File: src/rtl/fifo_pkg.sv
`default_nettype none
// ============================================================================
// Module      : fifo_pkg
// Description : Shared constants and helpers for the FIFO read-side packer.
// Revision    : 1.0 - initial release
// ============================================================================
package fifo_pkg;

  localparam int FIFO_WIDTH_DEF = 16;

  // Ceiling log2; returns 0 for inputs of 0 or 1.
  function automatic int clog2(input int value);
    int r;
    r = 0;
    while ((1 << r) < value) r++;
    return r;
  endfunction

  // Counter width that is never zero, even for single-state counters.
  function automatic int cnt_width(input int states);
    return (clog2(states) < 1) ? 1 : clog2(states);
  endfunction

  // Read credit: two full beats may be outstanding (one in the queue
  // head, one being filled or queued behind it).
  function automatic int credit_cap(input int pack);
    return 2 * pack;
  endfunction

endpackage
`default_nettype wire

File: src/rtl/beat_skid_q.sv
`default_nettype none
// ============================================================================
// Module      : beat_skid_q
// Description : Two-entry valid/ready queue of {last, data} beats. Entry 0 is
//               always the head, so the output is a plain register.
// Revision    : 1.0 - initial release
// ============================================================================
module beat_skid_q #(
  parameter int WIDTH = 33
) (
  input  logic             clk,
  input  logic             rst,
  input  logic             clear,
  input  logic             push,
  input  logic [WIDTH-1:0] push_data,
  output logic             full,
  input  logic             pop,
  output logic [WIDTH-1:0] head,
  output logic             empty
);

  logic [WIDTH-1:0] ent0;
  logic [WIDTH-1:0] ent1;
  logic [1:0]       cnt;
  logic             do_pop;
  logic             do_push;

  assign empty   = (cnt == 2'd0);
  assign full    = (cnt == 2'd2);
  assign head    = ent0;
  assign do_pop  = pop && !empty;
  assign do_push = push && (!full || do_pop);

  // Shift-style storage: a pop moves entry 1 forward, a push fills the first free slot.
  always_ff @(posedge clk) begin
    if (rst) begin
      ent0 <= '0;
      ent1 <= '0;
      cnt  <= 2'd0;
    end else if (clear) begin
      cnt <= 2'd0;
    end else if (do_push && do_pop) begin
      if (cnt == 2'd1) begin
        ent0 <= push_data;
      end else begin
        ent0 <= ent1;
        ent1 <= push_data;
      end
    end else if (do_push) begin
      if (cnt == 2'd0) ent0 <= push_data;
      else             ent1 <= push_data;
      cnt <= cnt + 2'd1;
    end else if (do_pop) begin
      if (cnt == 2'd2) ent0 <= ent1;
      cnt <= cnt - 2'd1;
    end
  end

endmodule
`default_nettype wire

File: src/rtl/fifo_rd_packer.sv
`default_nettype none
// ============================================================================
// Module      : fifo_rd_packer
// Description : Read-side consumer of a dual-clock FIFO. Issues reads against
//               a credit budget, packs PACK words per beat (first word in the
//               least significant lane) and streams beats with frame marking.
// Revision    : 1.0 - initial release
// ============================================================================
module fifo_rd_packer
  import fifo_pkg::*;
#(
  parameter int FIFO_WIDTH  = FIFO_WIDTH_DEF,
  parameter int PACK        = 2,
  parameter int FRAME_BEATS = 64
) (
  input  logic                       clk_b,
  input  logic                       rst,
  input  logic                       empty,
  output logic                       ren_b,
  input  logic [FIFO_WIDTH-1:0]      dout_b,
  input  logic                       flush,
  output logic [FIFO_WIDTH*PACK-1:0] m_data,
  output logic                       m_valid,
  input  logic                       m_ready,
  output logic                       m_last
);

  localparam int CAP    = credit_cap(PACK);
  localparam int OCC_W  = clog2(CAP + 1);
  localparam int IDX_W  = cnt_width(PACK);
  localparam int FRM_W  = cnt_width(FRAME_BEATS);
  localparam int BEAT_W = FIFO_WIDTH * PACK;

  localparam logic [OCC_W-1:0] OCC_CAP   = OCC_W'(CAP);
  localparam logic [OCC_W-1:0] OCC_PACK  = OCC_W'(PACK);
  localparam logic [IDX_W-1:0] LAST_LANE = IDX_W'(PACK - 1);
  localparam logic [FRM_W-1:0] LAST_BEAT = FRM_W'(FRAME_BEATS - 1);

  logic [OCC_W-1:0]  occ;
  logic              rd_pend;
  logic [IDX_W-1:0]  idx;
  logic [FRM_W-1:0]  frm_cnt;
  logic [BEAT_W-1:0] pack_q;
  logic [BEAT_W-1:0] pack_next;
  logic              transfer;
  logic              push;
  logic              q_full;
  logic              q_empty;
  logic [BEAT_W:0]   q_head;

  // Read only with spare credit; reset and flush both suppress the read.
  assign ren_b    = !rst && !flush && !empty && (occ < OCC_CAP);
  assign transfer = m_valid && m_ready;
  assign push     = rd_pend && !flush && (idx == LAST_LANE);

  // Returned word merged into its lane; on the last lane this is the full beat.
  always_comb begin
    pack_next = pack_q;
    pack_next[int'(idx)*FIFO_WIDTH +: FIFO_WIDTH] = dout_b;
  end

  // Credit counter: words issued but not yet handed downstream inside a beat.
  always_ff @(posedge clk_b) begin
    if (rst || flush) begin
      occ <= '0;
    end else begin
      occ <= occ + {{(OCC_W-1){1'b0}}, ren_b} - (transfer ? OCC_PACK : '0);
    end
  end

  // Read-return tracker; a word in flight across a flush is dropped here.
  always_ff @(posedge clk_b) begin
    if (rst || flush) rd_pend <= 1'b0;
    else              rd_pend <= ren_b;
  end

  // Pack register and lane index; the partial pack waits for more words indefinitely.
  always_ff @(posedge clk_b) begin
    if (rst || flush) begin
      pack_q <= '0;
      idx    <= '0;
    end else if (rd_pend) begin
      pack_q <= pack_next;
      idx    <= (idx == LAST_LANE) ? '0 : idx + 1'b1;
    end
  end

  // Frame counter over pushed beats; the beat pushed at FRAME_BEATS-1 carries last.
  always_ff @(posedge clk_b) begin
    if (rst || flush) begin
      frm_cnt <= '0;
    end else if (push) begin
      frm_cnt <= (frm_cnt == LAST_BEAT) ? '0 : frm_cnt + 1'b1;
    end
  end

  beat_skid_q #(
    .WIDTH (BEAT_W + 1)
  ) u_beat_q (
    .clk       (clk_b),
    .rst       (rst),
    .clear     (flush),
    .push      (push),
    .push_data ({(frm_cnt == LAST_BEAT), pack_next}),
    .full      (q_full),
    .pop       (m_ready),
    .head      (q_head),
    .empty     (q_empty)
  );

  assign m_valid = !q_empty;
  assign m_last  = q_head[BEAT_W];
  assign m_data  = q_head[BEAT_W-1:0];

  // The credit budget must make a push into a full queue impossible.
  a_no_push_when_full : assert property (@(posedge clk_b) disable iff (rst) !(push && q_full));

endmodule
`default_nettype wire

File: config.mk
export PLATFORM = sky130hd
export DESIGN_NAME = fifo_rd_packer
export DESIGN_NICKNAME = d
export VERILOG_FILES = /design/src/rtl/fifo_pkg.sv /design/src/rtl/beat_skid_q.sv /design/src/rtl/fifo_rd_packer.sv
export SDC_FILE = /design/constraint.sdc
export NUM_CORES = 1
export LEC_CHECK = 0
export BUFFER_PORTS_ARGS = -buffer_cell sky130_fd_sc_hd__buf_4
export CAP_MARGIN = 5
export CORE_UTILIZATION = 53
export DETAILED_ROUTE_END_ITERATION = 10
export PLACE_DENSITY = 0.82
export SLEW_MARGIN = 20
export SYNTH_ARGS = -nofsm -noshare
export SYNTH_HDL_FRONTEND = slang
export SYNTH_SLANG_ARGS = --single-unit
File: constraint.sdc
create_clock -name clk_b -period 2.6 [get_ports clk_b]
set_input_delay 0.26 -clock clk_b [delete_from_list [all_inputs] [get_ports clk_b]]
set_output_delay 0.26 -clock clk_b [all_outputs]
set_load 0.01 [all_outputs]
==> metrics.md <==
| Metric | Value |
|---|---|
| TritonRoute pass-1 iters | 5 |
| GR met1 Demand/Resource | between 30 and 40% |
| Cell Chain, Critical Path | inv_1 -> ha_1 -> nand2b_1 -> a21oi_2 -> ha_2 -> a211oi_4 -> buf_12 -> buf_12 -> or3_1 -> a32o_1 |
| Hold buffers post-CTS | 0 |
| Hold path depth | 2 |
| CP max-delay cell | dfxtp_1 |
| Syn_nets | around 560 |
| Fin. Hold Viols | 0 |
| RSZ-0062 raised after global routing | false |
| CP max FO | 28 |
| Power density cells | between 500 and 600 mW/mm2 |
| Clock tree buffer depth | 2 |
| Worst Path Buf+Inv | 3 |
| Hold path start | empty |
| H-tree Lvls | 3 |
| Via count | roughly 4200 |
| Placer Congestion | roughly 0.82 |
| Layout cells sized above 1 | 22.9% |
| Synthesized area | ~0.005 mm2 |
| Die Footprint | 0.00981 mm2 |
| Initial Util | a little over half |
| Total power | between 2000 and 3000 uW |
| Die W | between 90 and 100 um |
| I/O pin count | between 50 and 60 |
| CP Launch Type | register |
| Max Clk Rate | 398 MHz |
| Worst Hold Endpoint | rd_pend$_SDFF_PP0_ |
| Final wirelength | between 10000 and 15000 um |
| Post-DR vias/cell | about 6 |
| Cells after synthesis | between 500 and 600 |
| # DRC | 0 |
| Clk slew on worst S/H paths | around 110 ps |
| Root Driver | clkbuf_8 |
| Total track usage | between 20 and 30% |
| Placement Cell Area | around 0.0055 mm2 |
| Final Max Tran Viols | 0 |
| Final setup violation count | 0 |
| Grt ovf | 0 |
| IO buf count | 55 |
| DP HPWL | roughly 7600 um |
| Post-synthesis register bit count | approximately 110 |
| CTS Sinks | 111 |
| Tightest Hold Check Type | in2reg |
| Crit path arrival time | about 2800 ps |
| CP Class | reg2reg |
| Max-cap viol count | 0 |
| Initial DRC Count | 300 |
| Slowest stage delay, CP | approximately 400 ps |
| Diodes inserted | 0 |
| TritonCTS clock tree | yes |
| Worst slew margin | 51.0% |
| Cts bufs inserted | 9 |
| Fin area | roughly 0.0057 mm2 |
| Worst Max-Slew Pin Slew | about 730 ps |
| Area growth, synth to finish | 14.8% |
| R2r setup slk | between 80 and 90 ps |
| Unique masters post-synth | 38 |
| Worst r2r path cells | 10 |
| Skew-Pair Late Insertion Delay | about 380 ps |
| Post-synth EDFFs | 0 |
| Maximum VDD drop | ~0.43 mV |
| Kind of end point of the critical path | register |
| Row Count | 35 |
| Async SR Flop Fraction | 0% |
| Outcome | finished, final reports clean |
| Reg-to-Reg End | u_beat_q.head[26]$_SDFFE_PP0P_ |
| Register area share after synthesis | between 40% and 50% |
| Largest net degree at the start of global routing | 67 |
| Synthesized area per cell | approximately 9.4 um2 |
| Core area | 0.00920 mm2 |
| Antenna Nets Post-Route | 0 |
| Drt wl/cell | approximately 18 um |
| Reg-to-Reg Start | u_beat_q.cnt[0]$_SDFFE_PP0P_ |
| Initial antenna violation count | 0 |
| Leakage | around 0.0021 uW |
| Layout Nets | roughly 600 |
| Ys flop type | dfxtp_1 |
| Crit path from | u_beat_q.cnt[0]$_SDFFE_PP0P_ |
| Met2 usage | a little over two fifths |
| Tmin final | between 2000 and 3000 ps |
| Busiest grt layer | met2 |
| YS warnings | 0 |
| Crit path max-delay family | simple AND/OR/NAND/NOR gates |
| GR met3 Demand/Resource | ~4.5% |
| Layout Skew | about 11 ps |
| Tcrit/Tclk final | between 90% and 100% |
| WP data required | around 2900 ps |
| Die Ht | roughly 100 um |
| Worst path most repeated cell | buf_12 |
| Vias in the first global route | between 4000 and 5000 |
| First-pass GRT wire length | about 19000 um |
[worst max-delay path by stage]
stage	to	cells after the start	slack, ps
after global placement	u_beat_q.ent1[1]$_SDFFE_PP0P_	9	160
after global routing	u_beat_q.ent1[2]$_SDFFE_PP0P_	9	9
after CTS	u_beat_q.ent1[0]$_SDFFE_PP0P_	9	50
after detailed placement	u_beat_q.ent1[0]$_SDFFE_PP0P_	9	-50
after floorplan	u_beat_q.head[16]$_SDFFE_PP0P_	10	210
final	u_beat_q.head[26]$_SDFFE_PP0P_	10	90
[synthesized netlist by cell type, types with 2 or more instances]
cell type	n	area (um2)
buf_4	6	45.0
buf_2	10	50.1
nor2_1	12	45.0
nand3_1	3	15.0
a32o_1	33	330
nand2_1	69	259
a21oi_1	69	345
clkbuf_1	28	105
o21ai_1	3	15.0
nor3_1	3	15.0
a211oi_2	30	375
ha_1	9	113
nand2b_1	4	25.0
xor2_1	4	35.0
o21ai_0	31	155
mux2i_1	32	320
dfxtp_1	111	2220
and2_1	3	18.8
a211oi_1	4	30.0
buf_6	4	45.0
xnor2_1	5	43.8
or3_1	33	206
inv_1	10	37.5
clkbuf_2	2	10.0
[metal layers]
layer | routed length, um | up-vias
met2 | 6010 | 142
met4 | 376 | 0
li1 | - | 1999
met5 | 0 | -
met3 | 627 | 26
met1 | 5090 | 2034
[power by group]
part           switching (uW)  leakage, uW  internal [uW]
clock                     627    0.0000964            456
sequential               3.68     0.000895           1700
combinational             103      0.00109           49.0
[sequential cells by signal, summed over array words and instances, names as in the netlist]
register and cells:
frm_cnt 6, pack_q 32, u_beat_q.ent1 33, rd_pend 1, occ 3, idx 1, u_beat_q.cnt 2, u_beat_q.head 33
[kinds of logic (layout without fill, tap and decap cells)]
logic type / Yosys count / after routing / synth area share, %
AO/OA/AOI/OAI: 174 / 174 / 26.0
AND/OR/NAND/NOR: 137 / 138 / 13.4
flip-flops: 111 / 111 / 44.5
buffers and inverters: 60 / 100 / 5.87
multiplexers: 32 / 32 / 6.42
adder cells (fa/ha/maj): 9 / 9 / 2.26
XOR/XNOR: 9 / 9 / 1.58
[metrics by stage]
stage	hold WS (ps)	TNS [ps]	instances	worst slack, ps	utilization [%]
6_report	49.1	0	684	87.4	62.3
5_1_grt	36.0	0	684	9.21	62.3
4_1_cts	37.1	0	679	48.2	61.7
3_5_place_dp	445	-65.1	663	-47.4	59.5
3_3_place_gp	438	0	663	165	59.5
2_1_floorplan	337	0	532	206	-
[layout by cell type, fill, tap and decap left out, drive strengths merged]
cell      instances
or4b              1
nand3b            1
buf              74
xor2              4
nor3              3
nand4             1
a32o             33
nand3             3
nand2            70
nand2b            4
o2bb2ai           1
o311a             1
a21oi            69
inv              12
or2               1
o21bai            1
dfxtp           111
bufinv            1
and3              1
and2              5
nor3b             1
a211oi           34
o21ai            34
clkinv            2
and3b             1
clkbuf            9
mux2i            32
nor2b             1
ha                9
o31ai             1
or3              33
xnor2             5
nor2             12
clkinvlp          2
[cell type report]
cell class,count,area (um2)
Inverter,10,37.5
Clock inverter,7,80.1
Multi-Input combinational cell,362,2510
Clock buffer,9,124
Sequential cell,111,2220
Fill cell,740,3470
Tap cell,111,139
Timing Repair Buffer,74,618
[timing repair]
action                                  in CTS  in global routing
setup buffers                                0                  4
pin swaps                                    1                  3
endpoints found under the setup margin      19                 51
hold endpoints to repair                     0                  0
gates resized for setup                      2                  1
gates cloned                                 0                  1
Power figures use the tool's default switching activity.
